**config.mk**
```make
export PLATFORM = sky130hd
export DESIGN_NAME = upower_multicycle_ctrl_flat
export DESIGN_NICKNAME = d
export VERILOG_FILES = /design/src/rtl/upower_multicycle_ctrl_pkg.sv /design/src/rtl/upower_multicycle_ctrl_if.sv /design/src/rtl/upower_multicycle_ctrl_outdec.sv /design/src/rtl/upower_multicycle_ctrl.sv /design/src/flat_wrapper.sv
export SDC_FILE = /design/constraint.sdc
export NUM_CORES = 1
export LEC_CHECK = 0
export CAP_MARGIN = 20
export CORE_AREA = 3 3 40 42
export DETAILED_ROUTE_END_ITERATION = 10
export DIE_AREA = 0 0 43 45
export DONT_BUFFER_PORTS = 1
export GPL_TIMING_DRIVEN = 0
export MAX_ROUTING_LAYER = met4
export SLEW_MARGIN = 10
export SYNTH_ARGS = -nofsm -noshare
export SYNTH_HDL_FRONTEND = slang
export SYNTH_SLANG_ARGS = --single-unit
export TNS_END_PERCENT = 5
```
**constraint.sdc**
```tcl
create_clock -name clk -period 1.27 [get_ports clk]
set_input_delay 0.127 -clock clk [delete_from_list [all_inputs] [get_ports clk]]
set_output_delay 0.127 -clock clk [all_outputs]
set_load 0.02 [all_outputs]
```
**src/rtl/upower_multicycle_ctrl_pkg.sv**
```systemverilog
// Shared types and constants for the uPower multi-cycle controller: state encodings,
// default opcodes, ALU/mux select codes and the packed control vector.
package upower_ctrl_pkg;

   typedef enum logic [3:0] {
      S_FETCH  = 4'd0,
      S_DECODE = 4'd1,
      S_MADDR  = 4'd2,
      S_MRD    = 4'd3,
      S_MWB    = 4'd4,
      S_MWR    = 4'd5,
      S_XEXEC  = 4'd6,
      S_XWB    = 4'd7,
      S_IEXEC  = 4'd8,
      S_IWB    = 4'd9,
      S_BCMP   = 4'd10,
      S_JUMP   = 4'd11,
      S_HALT   = 4'd12
   } state_e;

   localparam logic [5:0] OPC_XO_DEF   = 6'd31;
   localparam logic [5:0] OPC_LWZ_DEF  = 6'd32;
   localparam logic [5:0] OPC_STW_DEF  = 6'd36;
   localparam logic [5:0] OPC_ADDI_DEF = 6'd14;
   localparam logic [5:0] OPC_B_DEF    = 6'd18;
   localparam logic [5:0] OPC_BC_DEF   = 6'd19;

   localparam logic [1:0] ALUOP_ADD   = 2'b00;
   localparam logic [1:0] ALUOP_SUB   = 2'b01;
   localparam logic [1:0] ALUOP_FUNCT = 2'b10;

   localparam logic [1:0] SRCB_B    = 2'd0;
   localparam logic [1:0] SRCB_FOUR = 2'd1;
   localparam logic [1:0] SRCB_IMM  = 2'd2;
   localparam logic [1:0] SRCB_BOFF = 2'd3;

   localparam logic [1:0] PCSRC_ALU    = 2'd0;
   localparam logic [1:0] PCSRC_ALUOUT = 2'd1;
   localparam logic [1:0] PCSRC_BTGT   = 2'd2;

   typedef struct packed {
      logic       ir_write;
      logic       iord;
      logic       mem_req;
      logic       mem_we;
      logic       reg_write;
      logic       mem_to_reg;
      logic       reg_dst_imm;
      logic       alu_src_a;
      logic [1:0] alu_src_b;
      logic [1:0] alu_op;
      logic       pc_write;
      logic       pc_write_cond;
      logic [1:0] pc_source;
   } ctrl_t;

endpackage

```
**src/rtl/upower_multicycle_ctrl_if.sv**
```systemverilog
// Controller <-> datapath/memory signal bundle; master = controller, slave = datapath.
// The retired counter only exists when UPOWER_CTRL_PERF_EN is defined.
interface upower_multicycle_ctrl_if;
   logic [5:0]  opcode;
   logic        mem_ready;
   logic        alu_zero;
   logic        ir_write;
   logic        iord;
   logic        mem_req;
   logic        mem_we;
   logic        reg_write;
   logic        mem_to_reg;
   logic        reg_dst_imm;
   logic        alu_src_a;
   logic [1:0]  alu_src_b;
   logic [1:0]  alu_op;
   logic        pc_write;
   logic        pc_write_cond;
   logic [1:0]  pc_source;
   logic        illegal;
   logic [3:0]  state_o;
`ifdef UPOWER_CTRL_PERF_EN
   logic [31:0] retired;
`endif

   modport master (
      input  opcode, mem_ready, alu_zero,
      output ir_write, iord, mem_req, mem_we, reg_write, mem_to_reg, reg_dst_imm,
             alu_src_a, alu_src_b, alu_op, pc_write, pc_write_cond, pc_source,
             illegal, state_o
`ifdef UPOWER_CTRL_PERF_EN
      , output retired
`endif
   );

   modport slave (
      output opcode, mem_ready, alu_zero,
      input  ir_write, iord, mem_req, mem_we, reg_write, mem_to_reg, reg_dst_imm,
             alu_src_a, alu_src_b, alu_op, pc_write, pc_write_cond, pc_source,
             illegal, state_o
`ifdef UPOWER_CTRL_PERF_EN
      , input retired
`endif
   );
endinterface

```
**src/rtl/upower_multicycle_ctrl_outdec.sv**
```systemverilog
// Pure combinational Moore decode: state -> control vector. Only FETCH looks at
// mem_ready, so IR and PC load exactly on the cycle the fetch completes.
module upower_ctrl_outdec
   import upower_ctrl_pkg::*;
(
   input  state_e state_i,
   input  logic   mem_ready_i,
   output ctrl_t  ctrl_o
);

   always_comb begin
      ctrl_o = '0;
      case (state_i)
         S_FETCH: begin
            ctrl_o.mem_req   = 1'b1;
            ctrl_o.ir_write  = mem_ready_i;
            ctrl_o.pc_write  = mem_ready_i;
            ctrl_o.alu_src_b = SRCB_FOUR;
            ctrl_o.alu_op    = ALUOP_ADD;
            ctrl_o.pc_source = PCSRC_ALU;
         end
         S_DECODE: ctrl_o.alu_src_b = SRCB_BOFF;
         S_MADDR, S_IEXEC: begin
            ctrl_o.alu_src_a = 1'b1;
            ctrl_o.alu_src_b = SRCB_IMM;
         end
         S_MRD: begin
            ctrl_o.mem_req = 1'b1;
            ctrl_o.iord    = 1'b1;
         end
         S_MWB: begin
            ctrl_o.reg_write   = 1'b1;
            ctrl_o.mem_to_reg  = 1'b1;
            ctrl_o.reg_dst_imm = 1'b1;
         end
         S_MWR: begin
            ctrl_o.mem_req = 1'b1;
            ctrl_o.mem_we  = 1'b1;
            ctrl_o.iord    = 1'b1;
         end
         S_XEXEC: begin
            ctrl_o.alu_src_a = 1'b1;
            ctrl_o.alu_src_b = SRCB_B;
            ctrl_o.alu_op    = ALUOP_FUNCT;
         end
         S_XWB: ctrl_o.reg_write = 1'b1;
         S_IWB: begin
            ctrl_o.reg_write   = 1'b1;
            ctrl_o.reg_dst_imm = 1'b1;
         end
         S_BCMP: begin
            ctrl_o.alu_src_a     = 1'b1;
            ctrl_o.alu_src_b     = SRCB_B;
            ctrl_o.alu_op        = ALUOP_SUB;
            ctrl_o.pc_write_cond = 1'b1;
            ctrl_o.pc_source     = PCSRC_ALUOUT;
         end
         S_JUMP: begin
            ctrl_o.pc_write  = 1'b1;
            ctrl_o.pc_source = PCSRC_BTGT;
         end
         default: ctrl_o = '0;
      endcase
   end

endmodule

```
**src/rtl/upower_multicycle_ctrl.sv**
```systemverilog
// uPower multi-cycle controller: state register, opcode-driven next state, sticky illegal
// flag; memory states hold until mem_ready. UPOWER_CTRL_PERF_EN adds a retired counter.
module upower_multicycle_ctrl
   import upower_ctrl_pkg::*;
#(
   parameter logic [5:0] OPC_XO   = OPC_XO_DEF,
   parameter logic [5:0] OPC_LWZ  = OPC_LWZ_DEF,
   parameter logic [5:0] OPC_STW  = OPC_STW_DEF,
   parameter logic [5:0] OPC_ADDI = OPC_ADDI_DEF,
   parameter logic [5:0] OPC_B    = OPC_B_DEF,
   parameter logic [5:0] OPC_BC   = OPC_BC_DEF
)(
   input  logic                      clk,
   input  logic                      rst_n,
   upower_multicycle_ctrl_if.master  bus
);

   state_e state_q, state_d;
   logic   illegal_q, illegal_d;
   ctrl_t  ctrl;

   // The branch-taken decision is alu_zero AND pc_write_cond outside this block.
   logic   alu_zero_unused;
   assign alu_zero_unused = bus.alu_zero;

   always_ff @(posedge clk or negedge rst_n) begin
      if (!rst_n) begin
         state_q   <= S_FETCH;
         illegal_q <= 1'b0;
      end else begin
         state_q   <= state_d;
         illegal_q <= illegal_d;
      end
   end

   always_comb begin
      state_d   = state_q;
      illegal_d = illegal_q;
      case (state_q)
         S_FETCH:  if (bus.mem_ready) state_d = S_DECODE;
         S_DECODE: begin
            if (bus.opcode == OPC_LWZ || bus.opcode == OPC_STW) state_d = S_MADDR;
            else if (bus.opcode == OPC_XO)                      state_d = S_XEXEC;
            else if (bus.opcode == OPC_ADDI)                    state_d = S_IEXEC;
            else if (bus.opcode == OPC_BC)                      state_d = S_BCMP;
            else if (bus.opcode == OPC_B)                       state_d = S_JUMP;
            else begin
               state_d   = S_HALT;
               illegal_d = 1'b1;
            end
         end
         S_MADDR:  state_d = (bus.opcode == OPC_LWZ) ? S_MRD : S_MWR;
         S_MRD:    if (bus.mem_ready) state_d = S_MWB;
         S_MWR:    if (bus.mem_ready) state_d = S_FETCH;
         S_XEXEC:  state_d = S_XWB;
         S_IEXEC:  state_d = S_IWB;
         S_MWB, S_XWB, S_IWB, S_BCMP, S_JUMP: state_d = S_FETCH;
         S_HALT:   state_d = S_HALT;
         default:  state_d = S_FETCH;
      endcase
   end

   upower_ctrl_outdec u_outdec (
      .state_i     (state_q),
      .mem_ready_i (bus.mem_ready),
      .ctrl_o      (ctrl)
   );

   assign bus.ir_write      = ctrl.ir_write;
   assign bus.iord          = ctrl.iord;
   assign bus.mem_req       = ctrl.mem_req;
   assign bus.mem_we        = ctrl.mem_we;
   assign bus.reg_write     = ctrl.reg_write;
   assign bus.mem_to_reg    = ctrl.mem_to_reg;
   assign bus.reg_dst_imm   = ctrl.reg_dst_imm;
   assign bus.alu_src_a     = ctrl.alu_src_a;
   assign bus.alu_src_b     = ctrl.alu_src_b;
   assign bus.alu_op        = ctrl.alu_op;
   assign bus.pc_write      = ctrl.pc_write;
   assign bus.pc_write_cond = ctrl.pc_write_cond;
   assign bus.pc_source     = ctrl.pc_source;
   assign bus.illegal       = illegal_q;
   assign bus.state_o       = state_q;

`ifdef UPOWER_CTRL_PERF_EN
   logic [31:0] retired_q, retired_d;

   // Counts returns to FETCH; the reset entry is not a transition and is not counted.
   assign retired_d = (state_d == S_FETCH && state_q != S_FETCH) ? retired_q + 32'd1 : retired_q;

   always_ff @(posedge clk or negedge rst_n) begin
      if (!rst_n) retired_q <= '0;
      else        retired_q <= retired_d;
   end

   assign bus.retired = retired_q;
`endif

endmodule

```
**src/flat_wrapper.sv**
```systemverilog
// flat-port wrapper written by rule: the top's interface ports become plain ports
module upower_multicycle_ctrl_flat import upower_ctrl_pkg::*;
#(
   parameter logic [5:0] OPC_XO   = OPC_XO_DEF,
   parameter logic [5:0] OPC_LWZ  = OPC_LWZ_DEF,
   parameter logic [5:0] OPC_STW  = OPC_STW_DEF,
   parameter logic [5:0] OPC_ADDI = OPC_ADDI_DEF,
   parameter logic [5:0] OPC_B    = OPC_B_DEF,
   parameter logic [5:0] OPC_BC   = OPC_BC_DEF
)
  (clk, rst_n, bus_opcode, bus_mem_ready, bus_alu_zero, bus_ir_write, bus_iord, bus_mem_req, bus_mem_we, bus_reg_write, bus_mem_to_reg, bus_reg_dst_imm, bus_alu_src_a, bus_alu_src_b, bus_alu_op, bus_pc_write, bus_pc_write_cond, bus_pc_source, bus_illegal, bus_state_o);
  upower_multicycle_ctrl_if bus_i ();
  input  logic clk;
  input  logic rst_n;
  input wire logic [$bits(bus_i.opcode)-1:0] bus_opcode;
  input wire logic [$bits(bus_i.mem_ready)-1:0] bus_mem_ready;
  input wire logic [$bits(bus_i.alu_zero)-1:0] bus_alu_zero;
  output wire logic [$bits(bus_i.ir_write)-1:0] bus_ir_write;
  output wire logic [$bits(bus_i.iord)-1:0] bus_iord;
  output wire logic [$bits(bus_i.mem_req)-1:0] bus_mem_req;
  output wire logic [$bits(bus_i.mem_we)-1:0] bus_mem_we;
  output wire logic [$bits(bus_i.reg_write)-1:0] bus_reg_write;
  output wire logic [$bits(bus_i.mem_to_reg)-1:0] bus_mem_to_reg;
  output wire logic [$bits(bus_i.reg_dst_imm)-1:0] bus_reg_dst_imm;
  output wire logic [$bits(bus_i.alu_src_a)-1:0] bus_alu_src_a;
  output wire logic [$bits(bus_i.alu_src_b)-1:0] bus_alu_src_b;
  output wire logic [$bits(bus_i.alu_op)-1:0] bus_alu_op;
  output wire logic [$bits(bus_i.pc_write)-1:0] bus_pc_write;
  output wire logic [$bits(bus_i.pc_write_cond)-1:0] bus_pc_write_cond;
  output wire logic [$bits(bus_i.pc_source)-1:0] bus_pc_source;
  output wire logic [$bits(bus_i.illegal)-1:0] bus_illegal;
  output wire logic [$bits(bus_i.state_o)-1:0] bus_state_o;
  assign bus_i.opcode = bus_opcode;
  assign bus_i.mem_ready = bus_mem_ready;
  assign bus_i.alu_zero = bus_alu_zero;
  assign bus_ir_write = bus_i.ir_write;
  assign bus_iord = bus_i.iord;
  assign bus_mem_req = bus_i.mem_req;
  assign bus_mem_we = bus_i.mem_we;
  assign bus_reg_write = bus_i.reg_write;
  assign bus_mem_to_reg = bus_i.mem_to_reg;
  assign bus_reg_dst_imm = bus_i.reg_dst_imm;
  assign bus_alu_src_a = bus_i.alu_src_a;
  assign bus_alu_src_b = bus_i.alu_src_b;
  assign bus_alu_op = bus_i.alu_op;
  assign bus_pc_write = bus_i.pc_write;
  assign bus_pc_write_cond = bus_i.pc_write_cond;
  assign bus_pc_source = bus_i.pc_source;
  assign bus_illegal = bus_i.illegal;
  assign bus_state_o = bus_i.state_o;
  upower_multicycle_ctrl #(.OPC_XO(OPC_XO), .OPC_LWZ(OPC_LWZ), .OPC_STW(OPC_STW), .OPC_ADDI(OPC_ADDI), .OPC_B(OPC_B), .OPC_BC(OPC_BC)) u_core (.clk(clk), .rst_n(rst_n), .bus(bus_i));
endmodule
```
==> summary.md <==
| Metric | Value |
|---|---|
| Clock transition at path regs | 40 ps |
| Sequential cell area | 130.1 µm² |
| CTS tree | done |
| Num rows | 13 |
| Final cycle utilization of the critical path | 1.270 |
| Via count | 685 |
| Worst-Margin Slew | 390.3 ps |
| Synthesized area | 554.3 µm² |
| Grt ovf | 0 |
| Sw Pwr | 1.208 mW |
| Avg Cell Area, Syn | 6.843 µm² |
| Vias per cell | 6.116 |
| Synth top area share | 0.2257 |
| Final Max Tran Viols | 0 |
| Post-layout util | 0.7595 |
| Comb pwr share | 0.760 |
| VDD IR-drop max | 0.001315 V |
| Status | finished, violations left |
| Final setup viols | 20 |
| Crit path max-delay family | flip-flops |
| Most area-hungry cell type in the Yosys netlist | dfrtp_1 |
| Number of buffers created by CTS | 3 |
| IO Pins | 31 |
| Worst setup margin | -343.4 ps |
| Die W | 43 µm |
| Clock Power Share | 0.075 |
| Antenna Cells | 0 |
| Post-route ant nets | 0 |
| Power per cell area | 2422 mW/mm² |
| Crit path cell chain | buf_8 > buf_6 > nand2b_4 > nor2_4 > a21oi_4 > o22ai_4 |
| Post-synth EDFFs | 0 |
| Hold_ws | 22.45 ps |
| Final HPWL DP | 1.140 mm |
| Count leader, synth | nor2_1 |
| H-tree depth | 1 |
| Total power | 2.364 mW |
| Die Y | 45 µm |
| Seq cells post-synth | 5 |
| Largest net degree at the start of global routing | 11 |
| Fin crit period | 1613 ps |
| Int Pwr | 1.156 mW |
| Drt drc | 0 |
| Footprint of the multi-input gates | 610.6 µm² |
| Filler cell count | 95 |
| Initial Utilization | 0.4314 |
| Clock buffer depth | 2 |
| P&R area growth vs syn | 76.07% |
| Routed WL | 1.974 mm |
| Synth Flop Type | dfrtp_1 |
| Layout cell share with drive strength beyond 1 | 0.6186 |
| Top cells by count, synth | nor2_1 (18), a21oi_1 (7), nand2b_1 (7), o21ai_0 (6), dfrtp_1 (5) |
| Max Clock Skew | 2.687 ps |
| Crit path largest cell delay | 500 ps |
| Vias in the first global route | 652 |
| Worst setup path class | flip-flop to output port |
| Clk Latency, worst-skew pair | 240 ps |
| Max Cap Viol | 0 |
| CP arrival | 1490 ps |
| Cell variety after synth | 30 |
| Global-route wire length before repair | 2.760 mm |
| Unrepaired setup endpoints after global routing | true |
| Switch share | 0.5110 |
| DR pass1 iterations | 4 |
| Core area | 0.001285 mm² |
| Mapped Nets | 91 |
| Pre-CTS WS | -266.8 ps |
| Hold Vio Cnt, Final | 0 |
| Antenna violations before repair | 0 |
| Async SR Flop Fraction | 1.000 |
| Worst Hold Class | input pin to flip-flop |
| Top area cells in the synthesized netlist | dfrtp_1 (23%), nor2_1 (12%), nand2b_1 (7.9%), a21oi_1 (6.3%), o21ai_0 (5.4%) |
| Max-slew headroom | 0.7384 |
| DIE AREA | 0.001935 mm² |
| Yosys warnings | 0 |
| Drt wl/cell | 17.63 µm |
| Reg power frac | 0.165 |
| Initial DRC Count | 9 |
| Sequential share of the synthesized area | 0.2257 |
| Port Buf Inserts | 0 |
| Synth Instances | 81 |
| Total GRT Usage | 0.1983 |
| Crit-path slowest cell | dfrtp_2 |
| Routability cong. | 0.7349 |
| Worst EP required | 1140 ps |
| Critical Path End Type | output port |
| Nets | 108 |
| CP max FO | 7 |
| CTS sink count | 5 |
| Leak | 0.3472 nW |
| Failing checks | setup timing |
| Startpoint type of the worst setup path | flip-flop |
| WP buf/inv | 2 |
| Fmax | 619.8 MHz |
| Clk root buf | clkbuf_4 |
[final timing paths]
check / endpoint / slack [ps] / startpoint / cells after the start
worst max-delay path: bus_reg_write / -340 / u_core.bus.state_o[2] / 6
worst min register to register: u_core.bus.illegal / 620 / u_core.bus.illegal / 1
worst min-delay path: u_core.bus.state_o[1] / 20 / bus_mem_ready / 1
worst max register to register: u_core.bus.state_o[0] / -260 / u_core.bus.state_o[3] / 5
max in group asynchronous: u_core.bus.state_o[3] / 900 / rst_n / 1
min in group asynchronous: u_core.bus.illegal / 170 / rst_n / 1
[what timing repair did]
| item | 4_1_cts | 5_1_grt |
|---|---|---|
| pin swaps | 8 | 9 |
| setup buffers | 8 | 2 |
| hold buffers | 1 | 0 |
| endpoints found under the setup margin | 21 | 21 |
| resized for setup | 23 | 29 |
| gates cloned | 1 | 0 |
| hold endpoints to repair | 5 | 0 |
[logic make-up (layout without fill, tap and decap cells)]
family	after synthesis	in the layout	share of synthesized area
simple gates	47	47	0.4695
flops	5	5	0.2257
buf+inv	8	24	0.06771
xor+xnor	1	1	0.01580
compound gates	20	20	0.2212
[power by group through the flow]
stage                     clock network [mW]  registers (mW)  logic, mW
after detailed placement                   0           0.365      0.971
after CTS                              0.187           0.370       1.39
after global routing                   0.200           0.397       1.89
final                                  0.178           0.390       1.80
after floorplan                            0           0.334      0.862
after global placement                     0           0.363      0.962
[metrics by stage]
step | setup TNS [ps] | cell area [µm²] | instances
finish | -4582 | 975.9 | 112
global route | -5765 | 975.9 | 112
CTS | -4893 | 839.6 | 110
detailed placement | -2797 | 648.1 | 96
global placement | -2586 | 648.1 | 96
floorplan | -1187 | 629.4 | 81
[registers in the layout, summed over array words and instances (netlist names)]
name / flops
u_core.bus.illegal: 1
u_core.bus.state_o: 4
[per-layer routing]
layer	part of all wire	GRT usage	routed length, µm	vias up
met2	0.49	0.3383	974	35
met3	0.073	0.03586	145	8
met4	0.028	0.09036	55	0
met5	0	-	0	-
met1	0.40	0.2274	798	321
li1	-	-	-	321
[layout by cell type (no fill, tap or decap), drive strengths merged]
cell type	n
a21oi	7
a31oi	1
and3	1
buf	16
clkbuf	5
dfrtp	5
dlygate4sd3	1
inv	2
nand2	2
nand2b	7
nand3	2
nand3b	1
nand4b	1
nor2	18
nor2b	2
nor3	4
nor3b	1
nor4b	1
nor4bb	2
o211ai	1
o21ai	7
o21bai	2
o22ai	1
o32a	1
or2	2
or2b	1
or3	1
or4b	1
xnor2	1
[layout make-up]
class,count,share of cell area
plain buffers,6,0.07692
inverters,2,0.007692
multi-input cells,68,0.6256
well taps,15,0.01923
repair buffers,12,0.1103
flip-flops and latches,5,0.1333
clock buffers,4,0.02692
(Power assumes the default switching activity.)
